==> src/rtl/ecc_bus_arbiter_if.sv <==
// rtl/ecc_bus_arbiter_if.sv - bus bundle between the ECC arbiter, its requesters and the encoder
//
// Purpose: groups requester handshake, encoder drive/return, tagged output and
// error-counter signals of ecc_bus_arbiter.
// Ports (signals):
//   req_valid/req_data/req_ready : requester words in, one-hot registered grant out
//   enc_valid/enc_data           : drive to encoder valid/data_in
//   enc_code/enc_err             : encoder data_out/ecc_error return
//   out_valid/out_code/out_id/out_err : tagged codeword stream
//   err_clr/err_count            : error counter clear and value
// Modports: master = arbiter side, slave = environment (requesters + encoder + sink).
interface ecc_bus_arbiter_if #(
  parameter int NUM_REQ = 4,
  parameter int DATA_W  = 32,
  parameter int CODE_W  = 39
);
  localparam int ID_W = (NUM_REQ > 1) ? $clog2(NUM_REQ) : 1;

  logic [NUM_REQ-1:0]        req_valid;
  logic [NUM_REQ*DATA_W-1:0] req_data;
  logic [NUM_REQ-1:0]        req_ready;
  logic                      enc_valid;
  logic [DATA_W-1:0]         enc_data;
  logic [CODE_W-1:0]         enc_code;
  logic                      enc_err;
  logic                      out_valid;
  logic [CODE_W-1:0]         out_code;
  logic [ID_W-1:0]           out_id;
  logic                      out_err;
  logic                      err_clr;
  logic [15:0]               err_count;

  modport master (
    input  req_valid, req_data, enc_code, enc_err, err_clr,
    output req_ready, enc_valid, enc_data, out_valid, out_code, out_id, out_err, err_count
  );

  modport slave (
    output req_valid, req_data, enc_code, enc_err, err_clr,
    input  req_ready, enc_valid, enc_data, out_valid, out_code, out_id, out_err, err_count
  );
endinterface

==> src/rtl/ecc_bus_arbiter.sv <==
// rtl/ecc_bus_arbiter.sv - round-robin burst arbiter sharing one ECC encoder
//
// Purpose: grants bursts of up to BURST_MAX words to one requester at a time,
// drives the shared encoder, tags each in-flight word with its source and
// returns tagged codewords; keeps a saturating count of encoder errors.
// Ports:
//   clk   : rising-edge clock
//   reset : synchronous active-high reset
//   bus   : ecc_bus_arbiter_if.master (requesters, encoder, tagged output, error counter)
module ecc_bus_arbiter #(
  parameter int NUM_REQ   = 4,
  parameter int DATA_W    = 32,
  parameter int CODE_W    = 39,
  parameter int ENC_LAT   = 1,
  parameter int BURST_MAX = 4
) (
  input  logic                 clk,
  input  logic                 reset,
  ecc_bus_arbiter_if.master    bus
);
  localparam int ID_W  = (NUM_REQ > 1) ? $clog2(NUM_REQ) : 1;
  localparam int CNT_W = (BURST_MAX > 1) ? $clog2(BURST_MAX) : 1;
  localparam logic [CNT_W-1:0] CNT_LAST = CNT_W'(BURST_MAX - 1);

  typedef enum logic {IDLE, BURST} state_t;

  state_t           state, state_n;
  logic [ID_W-1:0]  owner, owner_n;
  logic [ID_W-1:0]  rr_ptr, rr_ptr_n;
  logic [CNT_W-1:0] burst_cnt, burst_cnt_n;

  logic [DATA_W-1:0] words [NUM_REQ];
  for (genvar g = 0; g < NUM_REQ; g++) begin : g_words
    assign words[g] = bus.req_data[g*DATA_W +: DATA_W];
  end

  logic              owner_valid;
  logic              beat;
  logic [ID_W-1:0]   next_ptr;
  logic [ID_W-1:0]   scan_ptr;
  logic [NUM_REQ-1:0] scan_mask;
  logic [ID_W-1:0]   cand;
  logic [ID_W-1:0]   win;
  logic              win_found;

  assign owner_valid = bus.req_valid[owner];
  assign beat        = (state == BURST) && owner_valid;
  assign next_ptr    = (owner == ID_W'(NUM_REQ - 1)) ? '0 : owner + 1'b1;

  // Arbitration inputs depend only on registers and req_valid, so the
  // winner can feed the FSM without a combinational loop. In BURST the scan
  // always starts past the owner; an owner that dropped valid is excluded.
  always_comb begin
    scan_ptr  = rr_ptr;
    scan_mask = bus.req_valid;
    if (state == BURST) begin
      scan_ptr = next_ptr;
      if (!owner_valid) begin
        scan_mask = bus.req_valid & ~(NUM_REQ'(1) << owner);
      end
    end
  end

  // Scan downward so the candidate closest to scan_ptr is written last.
  always_comb begin
    win       = '0;
    win_found = 1'b0;
    cand      = '0;
    for (int k = NUM_REQ - 1; k >= 0; k--) begin
      cand = ID_W'((int'(scan_ptr) + k) % NUM_REQ);
      if (scan_mask[cand]) begin
        win       = cand;
        win_found = 1'b1;
      end
    end
  end

  always_ff @(posedge clk) begin
    if (reset) begin
      state     <= IDLE;
      owner     <= '0;
      rr_ptr    <= '0;
      burst_cnt <= '0;
    end else begin
      state     <= state_n;
      owner     <= owner_n;
      rr_ptr    <= rr_ptr_n;
      burst_cnt <= burst_cnt_n;
    end
  end

  always_comb begin
    state_n     = state;
    owner_n     = owner;
    rr_ptr_n    = rr_ptr;
    burst_cnt_n = burst_cnt;
    case (state)
      IDLE: begin
        if (win_found) begin
          state_n     = BURST;
          owner_n     = win;
          burst_cnt_n = '0;
        end
      end
      BURST: begin
        if (!owner_valid || burst_cnt == CNT_LAST) begin
          rr_ptr_n = next_ptr;
          if (win_found) begin
            owner_n     = win;
            burst_cnt_n = '0;
          end else begin
            state_n = IDLE;
          end
        end else begin
          burst_cnt_n = burst_cnt + 1'b1;
        end
      end
      default: state_n = IDLE;
    endcase
  end

  // Grant is a pure function of registered state and owner.
  assign bus.req_ready = (state == BURST) ? (NUM_REQ'(1) << owner) : '0;

  // Encoder drive plus tag pipeline: stage 0 lines up with enc_valid, the
  // tail (stage ENC_LAT) lines up with the encoder's data_out.
  logic              enc_valid_q;
  logic [DATA_W-1:0] enc_data_q;
  logic [ENC_LAT:0]  tag_v;
  logic [ID_W-1:0]   tag_id [ENC_LAT+1];

  always_ff @(posedge clk) begin
    if (reset) begin
      enc_valid_q <= 1'b0;
      enc_data_q  <= '0;
      tag_v       <= '0;
    end else begin
      enc_valid_q <= beat;
      if (beat) begin
        enc_data_q <= words[owner];
      end
      tag_v <= {tag_v[ENC_LAT-1:0], beat};
    end
  end

  always_ff @(posedge clk) begin
    tag_id[0] <= owner;
    for (int i = 1; i <= ENC_LAT; i++) begin
      tag_id[i] <= tag_id[i-1];
    end
  end

  logic out_valid;
  assign out_valid     = tag_v[ENC_LAT];
  assign bus.enc_valid = enc_valid_q;
  assign bus.enc_data  = enc_data_q;
  assign bus.out_valid = out_valid;
  assign bus.out_code  = bus.enc_code;
  assign bus.out_err   = bus.enc_err;
  assign bus.out_id    = out_valid ? tag_id[ENC_LAT] : '0;

  logic [15:0] err_count_q;
  always_ff @(posedge clk) begin
    if (reset || bus.err_clr) begin
      err_count_q <= '0;
    end else if (out_valid && bus.enc_err && err_count_q != 16'hFFFF) begin
      err_count_q <= err_count_q + 16'd1;
    end
  end
  assign bus.err_count = err_count_q;
endmodule
==> src/flat_wrapper.sv <==
// flat-port wrapper written by rule: the top's interface ports become plain ports
module ecc_bus_arbiter_flat 
#(
  parameter int NUM_REQ   = 4,
  parameter int DATA_W    = 32,
  parameter int CODE_W    = 39,
  parameter int ENC_LAT   = 1,
  parameter int BURST_MAX = 4
)
  (clk, reset, bus_req_valid, bus_req_data, bus_enc_code, bus_enc_err, bus_err_clr, bus_req_ready, bus_enc_valid, bus_enc_data, bus_out_valid, bus_out_code, bus_out_id, bus_out_err, bus_err_count);
  ecc_bus_arbiter_if #(.NUM_REQ(NUM_REQ), .DATA_W(DATA_W), .CODE_W(CODE_W)) bus_i ();
  input  logic clk;
  input  logic reset;
  input wire logic [$bits(bus_i.req_valid)-1:0] bus_req_valid;
  input wire logic [$bits(bus_i.req_data)-1:0] bus_req_data;
  input wire logic [$bits(bus_i.enc_code)-1:0] bus_enc_code;
  input wire logic [$bits(bus_i.enc_err)-1:0] bus_enc_err;
  input wire logic [$bits(bus_i.err_clr)-1:0] bus_err_clr;
  output wire logic [$bits(bus_i.req_ready)-1:0] bus_req_ready;
  output wire logic [$bits(bus_i.enc_valid)-1:0] bus_enc_valid;
  output wire logic [$bits(bus_i.enc_data)-1:0] bus_enc_data;
  output wire logic [$bits(bus_i.out_valid)-1:0] bus_out_valid;
  output wire logic [$bits(bus_i.out_code)-1:0] bus_out_code;
  output wire logic [$bits(bus_i.out_id)-1:0] bus_out_id;
  output wire logic [$bits(bus_i.out_err)-1:0] bus_out_err;
  output wire logic [$bits(bus_i.err_count)-1:0] bus_err_count;
  assign bus_i.req_valid = bus_req_valid;
  assign bus_i.req_data = bus_req_data;
  assign bus_i.enc_code = bus_enc_code;
  assign bus_i.enc_err = bus_enc_err;
  assign bus_i.err_clr = bus_err_clr;
  assign bus_req_ready = bus_i.req_ready;
  assign bus_enc_valid = bus_i.enc_valid;
  assign bus_enc_data = bus_i.enc_data;
  assign bus_out_valid = bus_i.out_valid;
  assign bus_out_code = bus_i.out_code;
  assign bus_out_id = bus_i.out_id;
  assign bus_out_err = bus_i.out_err;
  assign bus_err_count = bus_i.err_count;
  ecc_bus_arbiter #(.NUM_REQ(NUM_REQ), .DATA_W(DATA_W), .CODE_W(CODE_W), .ENC_LAT(ENC_LAT), .BURST_MAX(BURST_MAX)) u_core (.clk(clk), .reset(reset), .bus(bus_i));
endmodule
==> config.mk <==
export PLATFORM = sky130hd
export DESIGN_NAME = ecc_bus_arbiter_flat
export DESIGN_NICKNAME = d
export VERILOG_FILES = /design/src/rtl/ecc_bus_arbiter_if.sv /design/src/rtl/ecc_bus_arbiter.sv /design/src/flat_wrapper.sv
export SDC_FILE = /design/constraint.sdc
export NUM_CORES = 1
export LEC_CHECK = 0
export ABC_AREA = 1
export CELL_PAD_IN_SITES_DETAIL_PLACEMENT = 0
export CELL_PAD_IN_SITES_GLOBAL_PLACEMENT = 1
export CORE_ASPECT_RATIO = 1.4
export CORE_MARGIN = 4
export CORE_UTILIZATION = 22
export CTS_CLUSTER_DIAMETER = 200
export DETAILED_ROUTE_END_ITERATION = 10
export GPL_ROUTABILITY_DRIVEN = 0
export PLACE_DENSITY = 0.77
export SYNTH_ARGS = -nofsm -noshare
export SYNTH_HDL_FRONTEND = slang
export SYNTH_SLANG_ARGS = --single-unit
==> constraint.sdc <==
create_clock -name clk -period 2.6 [get_ports clk]
set_clock_uncertainty 0.05 [all_clocks]
set_input_delay 0.52 -clock clk [delete_from_list [all_inputs] [get_ports clk]]
set_output_delay 0.52 -clock clk [all_outputs]
set_load 0.01 [all_outputs]
==> results of run 1 <==
## sequential cells by signal, indices dropped and copies added, names as in the netlist
name and cells:
u_core.burst_cnt 2, u_core.rr_ptr 2, u_core.bus.err_count 16, u_core.state 1, u_core.tag_id 4, u_core.owner 2
u_core.bus.enc_data 32, u_core.tag_v 2
## Yosys cell counts, drive strengths merged
cell / number
xor2: 2
dfxtp: 61
clkbuf: 30
nand3: 21
nor3: 5
o22ai: 32
o21ai: 111
a21oi: 13
ha: 6
nor2: 157
buf: 41
a211oi: 2
nor4: 1
a31oi: 1
o211a: 1
nand4: 3
or2: 1
nand2: 55
and3: 1
nor3b: 2
inv: 38
## path summary, 6_finish.rpt
| path | from | end | slack (ps) |
|---|---|---|---|
| worst max-delay path | u_core.owner[1] | bus_req_ready[0] | 220 |
| worst min register to register | u_core.tag_id[0][0] | u_core.tag_id[0][2] | 270 |
| worst min-delay path | u_core.tag_id[0][0] | u_core.tag_id[0][2] | 270 |
| worst max register to register | u_core.owner[0] | u_core.owner[1] | 530 |
## cell usage in the layout, fill, tap and decap left out, types with 5 or more instances in the layout
master             n
clkdlybuf4s50_1  192
nor2_1           153
o21ai_0          106
dfxtp_1           60
nand2_1           51
inv_1             33
o22ai_1           32
nand3_1           19
a21oi_1           13
buf_4             13
clkbuf_16          9
ha_1               6
inv_2              5
## layer usage
layer	track usage	part of all wire
met3	0.0417	0.079
met1	0.148	0.39
met4	0.0669	0.029
met5	0	0
met2	0.251	0.50
## worst max-delay path, cell delays in order (launching register included)
cell and delay [ps]:
dfxtp_1 320, inv_2 250, ha_1 210, nand2_1 60
inv_1 100, clkdlybuf4s50_1 540
## kinds of logic after synthesis
family / Yosys count / synth area share
XOR/XNOR: 2 / 0.00465
adder cells (fa/ha/maj): 6 / 0.0199
AO/OA/AOI/OAI: 160 / 0.229
flip-flops: 61 / 0.324
AND/OR/NAND/NOR: 246 / 0.274
buffers and inverters: 109 / 0.149
## layout make-up
class,count,area [sq um],area share
diodes,1,2.50,0.000420
clock buffers,10,239,0.0401
clock inverters,6,86.3,0.0145
inverters,38,143,0.0239
multi-input cells,414,1990,0.334
flip-flops and latches,61,1220,0.205
well taps,203,254,0.0426
repair buffers,205,2020,0.339
## power breakdown
part           internal [mW]  switching (mW)
clock network          0.863           0.440
logic                  0.990            1.32
registers               1.15           0.115
total                   3.00            1.87
## per-stage QoR
step                      cell area (sq um)  setup slack, ps  total power, mW  hold WS, ps  instances
after floorplan                        3770              283             2.66          260        584
after global placement                 5630              334             3.63          261        921
after detailed placement               5630              314             3.63          262        921
after CTS                              5950              201             4.97          275        937
after global routing                   5950              115             5.28          282        937
final                                  5960              222             4.88          274        938
==> summary.md, run 1 <==
| Metric | Value |
|---|---|
| Fmax | around 0.42 GHz |
| Endpoint type of the worst setup path | output pin |
| Final-stage net count | 910 |
| Clock Latency Late Sink | ~330 ps |
| Sequential fraction of the synthesis area | 0.324 |
| CP Class | flip-flop to output pin |
| Postcts setup bufs | 0 |
| Final period utilization | 0.915 |
| Vias in the first global route | 4248 |
| Post-DP HPWL | around 11 mm |
| Synth top area cells | dfxtp_1 32%, nor2_1 15%, o21ai_0 14% |
| CTS resizes | 0 |
| Die height | 163 microns |
| RSZ-0062 raised after global routing | no |
| Die ar. | approximately 0.019 sq mm |
| Synthesized instance count | slightly below 600 |
| I/O Pins | approximately 270 |
| Wire per inst | roughly 15 microns |
| ANT nets after route | 0 |
| Final hold vios | 0 |
| # fillers | 1851 |
| DR pass1 iterations | 4 |
| Clk buf depth | 2 |
| Total Routing Usage GR | 0.139 |
| Rel. slew slack | 0.650 |
| Critical Path RT | 2030 ps |
| Share of layout cells above drive strength 1 | 0.0668 |
| Outcome | completed |
| Row count | 56 |
| Setup TNS | 0 ps |
| Post-Route WL | 13.8 mm |
| IO buf count | about 190 |
| Starting DRT DRC Count | 192 |
| TritonCTS clock tree | yes |
| Clk sinks | slightly above 60 |
| Root buffer cell | clkbuf_16 |
| R2R cell count | 15 |
| Leak pwr | 2.35 nW |
| Via/cell ratio | roughly 4.5 |
| Synth top area share | 0.324 |
| Largest net degree at the start of global routing | 54 |
| Slew Limit Fails | 0 |
| Syn Area/Cell | around 6.5 sq um |
| Area delta synth->final | 57.9% |
| # H-tree levels | 3 |
| First-pass GRT wire length | between 20 and 25 mm |
| Antenna violations before repair | 0 |
| Yosys reg bits | 61 |
| HP Class | flip-flop to flip-flop |
| Die W | approximately 120 microns |
| Largest area contributor in the netlist | dfxtp_1 |
| CTS clk-pin slew, worst paths | approximately 50 ps |
| Total number of vias | about 4.2k |
| Total grt overflow | 0 |
| Max-cap violations | 0 |
| VDD IR-drop max | slightly below 0.3 mV |
| Final setup viols | 0 |
| CP Data Arrival Time | 1810 ps |
| Hold-fix buffers, CTS | 0 |
| Actual slew at the worst max-slew pin | 525 ps |
| Yosys warning count | 0 |
| PwrDens | just over 800 mW/mm^2 |
| Critical path startpoint category | flip-flop |
| Remaining DRCs | 0 |
| Post-layout min period | 2380 ps |
| Core Area | ~0.017 sq mm |
| Cell variety after synth | 30 |
| Synthesized area | approximately 0.0038 sq mm |
| Post-Route Utilization | 0.354 |
| Synth Net Count | about 770 |
| CP max FO | 16 |
| Hold path depth | 0 |
| CTS Buf Count | 9 |
| Initial Utilization | 0.224 |
(Power assumes the default switching activity.)
==> run 2: changes to the inputs <==
--- a/config.mk
+++ b/config.mk
@@ -14,6 +14,7 @@
 export CTS_CLUSTER_DIAMETER = 200
 export DETAILED_ROUTE_END_ITERATION = 10
 export GPL_ROUTABILITY_DRIVEN = 0
+export MAX_ROUTING_LAYER = met4
 export PLACE_DENSITY = 0.77
 export SYNTH_ARGS = -nofsm -noshare
 export SYNTH_HDL_FRONTEND = slang
==> summary.md, run 2 (same netlist as run 1, synthesis figures left out) <==
| Metric | Value |
|---|---|
| Clk buf depth | 2 |
| CP max FO | 16 |
| Hold_sp | u_core.tag_id[0][0] |
| Final period utilization | 0.910 |
| Critical Path RT | about 2000 ps |
| I/O Pins | between 200 and 300 |
| Total Routing Usage GR | 0.143 |
| # fillers | 1851 |
| First-pass GRT wire length | 21.3 mm |
| R2R cell count | 15 |
| Commonest non-fill, non-tap cells in the layout | 192 x clkdlybuf4s50_1, 153 x nor2_1, 106 x o21ai_0 |
| Crit Reg-Reg Startpoint | u_core.owner[0] |
| PwrDens | a little over 800 mW/mm^2 |
| Starting DRT DRC Count | approximately 170 |
| GR Util met3 | 0.0351 |
| Total grt overflow | 0 |
| Design area | around 0.0060 sq mm |
| Total power draw | between 4 and 5 mW |
| Final setup viols | 0 |
| Initial Utilization | 0.224 |
| VDD IR-drop max | a little under 0.3 mV |
| Fmax | between 0.4 and 0.5 GHz |
| Leak pwr | between 2 and 2.5 nW |
| Die height | 163 microns |
| FF-to-FF End | u_core.owner[1] |
| M1 GR Usage | 0.152 |
| Placement Cell Area | 0.00563 sq mm |
| HP Class | flip-flop to flip-flop |
| CTS resizes | 0 |
| Total number of vias | approximately 4.2k |
| RSZ-0062 raised after global routing | no |
| Register area | around 0.0012 sq mm |
| Largest net degree at the start of global routing | 54 |
| Rel. slew slack | 0.651 |
| Actual slew at the worst max-slew pin | approximately 520 ps |
| GR Util met2 | 0.251 |
| CTS clk-pin slew, worst paths | 50 ps |
| Vias in the first global route | around 4.3k |
| Setup TNS | 0 ps |
| Hold-fix buffers, CTS | 0 |
| Postcts setup bufs | 0 |
| TritonCTS clock tree | yes |
| Endpoint, Worst Hold | u_core.tag_id[0][2] |
| Clk sinks | 61 |
| CP Data Arrival Time | 1800 ps |
| Largest register FFs | 32 |
| Outcome | completed |
| Share of layout cells above drive strength 1 | 0.0668 |
| Hold path depth | 0 |
| Remaining DRCs | 0 |
| Post-layout min period | roughly 2400 ps |
| Critical path startpoint category | flip-flop |
| Wire per inst | 14.7 microns |
| CP Class | flip-flop to output pin |
| Slew Limit Fails | 0 |
| Post-DP HPWL | ~11 mm |
| IO buf count | between 150 and 200 |
| # H-tree levels | 3 |
| Via/cell ratio | 4.50 |
| Clock Latency Late Sink | between 300 and 400 ps |
| Area delta synth->final | 57.9% |
| Post-Route Utilization | 0.354 |
| Antenna violations before repair | 0 |
| Most common cell after layout, fill and taps aside | clkdlybuf4s50_1 |
| Endpoint type of the worst setup path | output pin |
| DR pass1 iterations | 4 |
| Max-cap violations | 0 |
| Final-stage net count | just over 900 |
| Area occupied by multi-input gates | 0.00199 sq mm |
| Die W | roughly 120 microns |
| Final hold vios | 0 |
| ANT nets after route | 0 |
| Core Area | between 0.015 and 0.02 sq mm |
| FF-to-FF setup slack | 530 ps |
| Die ar. | roughly 0.019 sq mm |
| Post-Route WL | between 10 and 15 mm |
| Root buffer cell | clkbuf_16 |
| CTS Buf Count | 9 |
| Row count | 56 |
| GR peak layer | met2 |
run 2: cell counts in the layout (fill, tap and decap cells not counted):
No cell type changed its count.
run 2: how the worst max path moves through the flow:
stage	from	to	slack (ps)	depth (start not counted)
final	u_core.owner[1]	bus_req_ready[0]	230	5
after floorplan	u_core.owner[0]	u_core.owner[0]	280	17
after detailed placement	bus_req_valid[2]	u_core.owner[1]	310	14
after global routing	u_core.owner[1]	bus_req_ready[1]	110	5
after CTS	u_core.owner[1]	bus_req_ready[0]	200	5
after global placement	bus_req_valid[2]	u_core.owner[1]	330	14
run 2: final cells by class:
cell class / instances / share of cell area
diodes: 1 / 0.000420
clock buffers: 10 / 0.0401
clock inverters: 6 / 0.0145
inverters: 38 / 0.0239
multi-input cells: 414 / 0.334
flip-flops and latches: 61 / 0.205
well taps: 203 / 0.0426
repair buffers: 205 / 0.339
run 2: critical path, cell delays in order, from the launching register on:
cell and delay (ps):
dfxtp_1 320, inv_2 240, ha_1 200, nand2_1 60, inv_1 100, clkdlybuf4s50_1 540
run 2: routing by layer:
metal  wire (microns)  up-vias
li1                 -     2189
met1             5490     1853
met2             6950      148
met3              962       34
met4              407        0
met5                0        -
run 2: metrics by stage:
stage	instances	worst slack, ps	hold slack (ps)
after floorplan	584	283	260
after global placement	921	334	261
after detailed placement	921	314	262
after CTS	937	201	275
after global routing	937	115	282
final	938	233	274
run 2: where the power goes:
part / total [mW] / internal (mW) / switching [mW]
Sequential: 1.27 / 1.15 / 0.115
Clock: 1.30 / 0.863 / 0.441
Combinational: 2.31 / 0.990 / 1.32
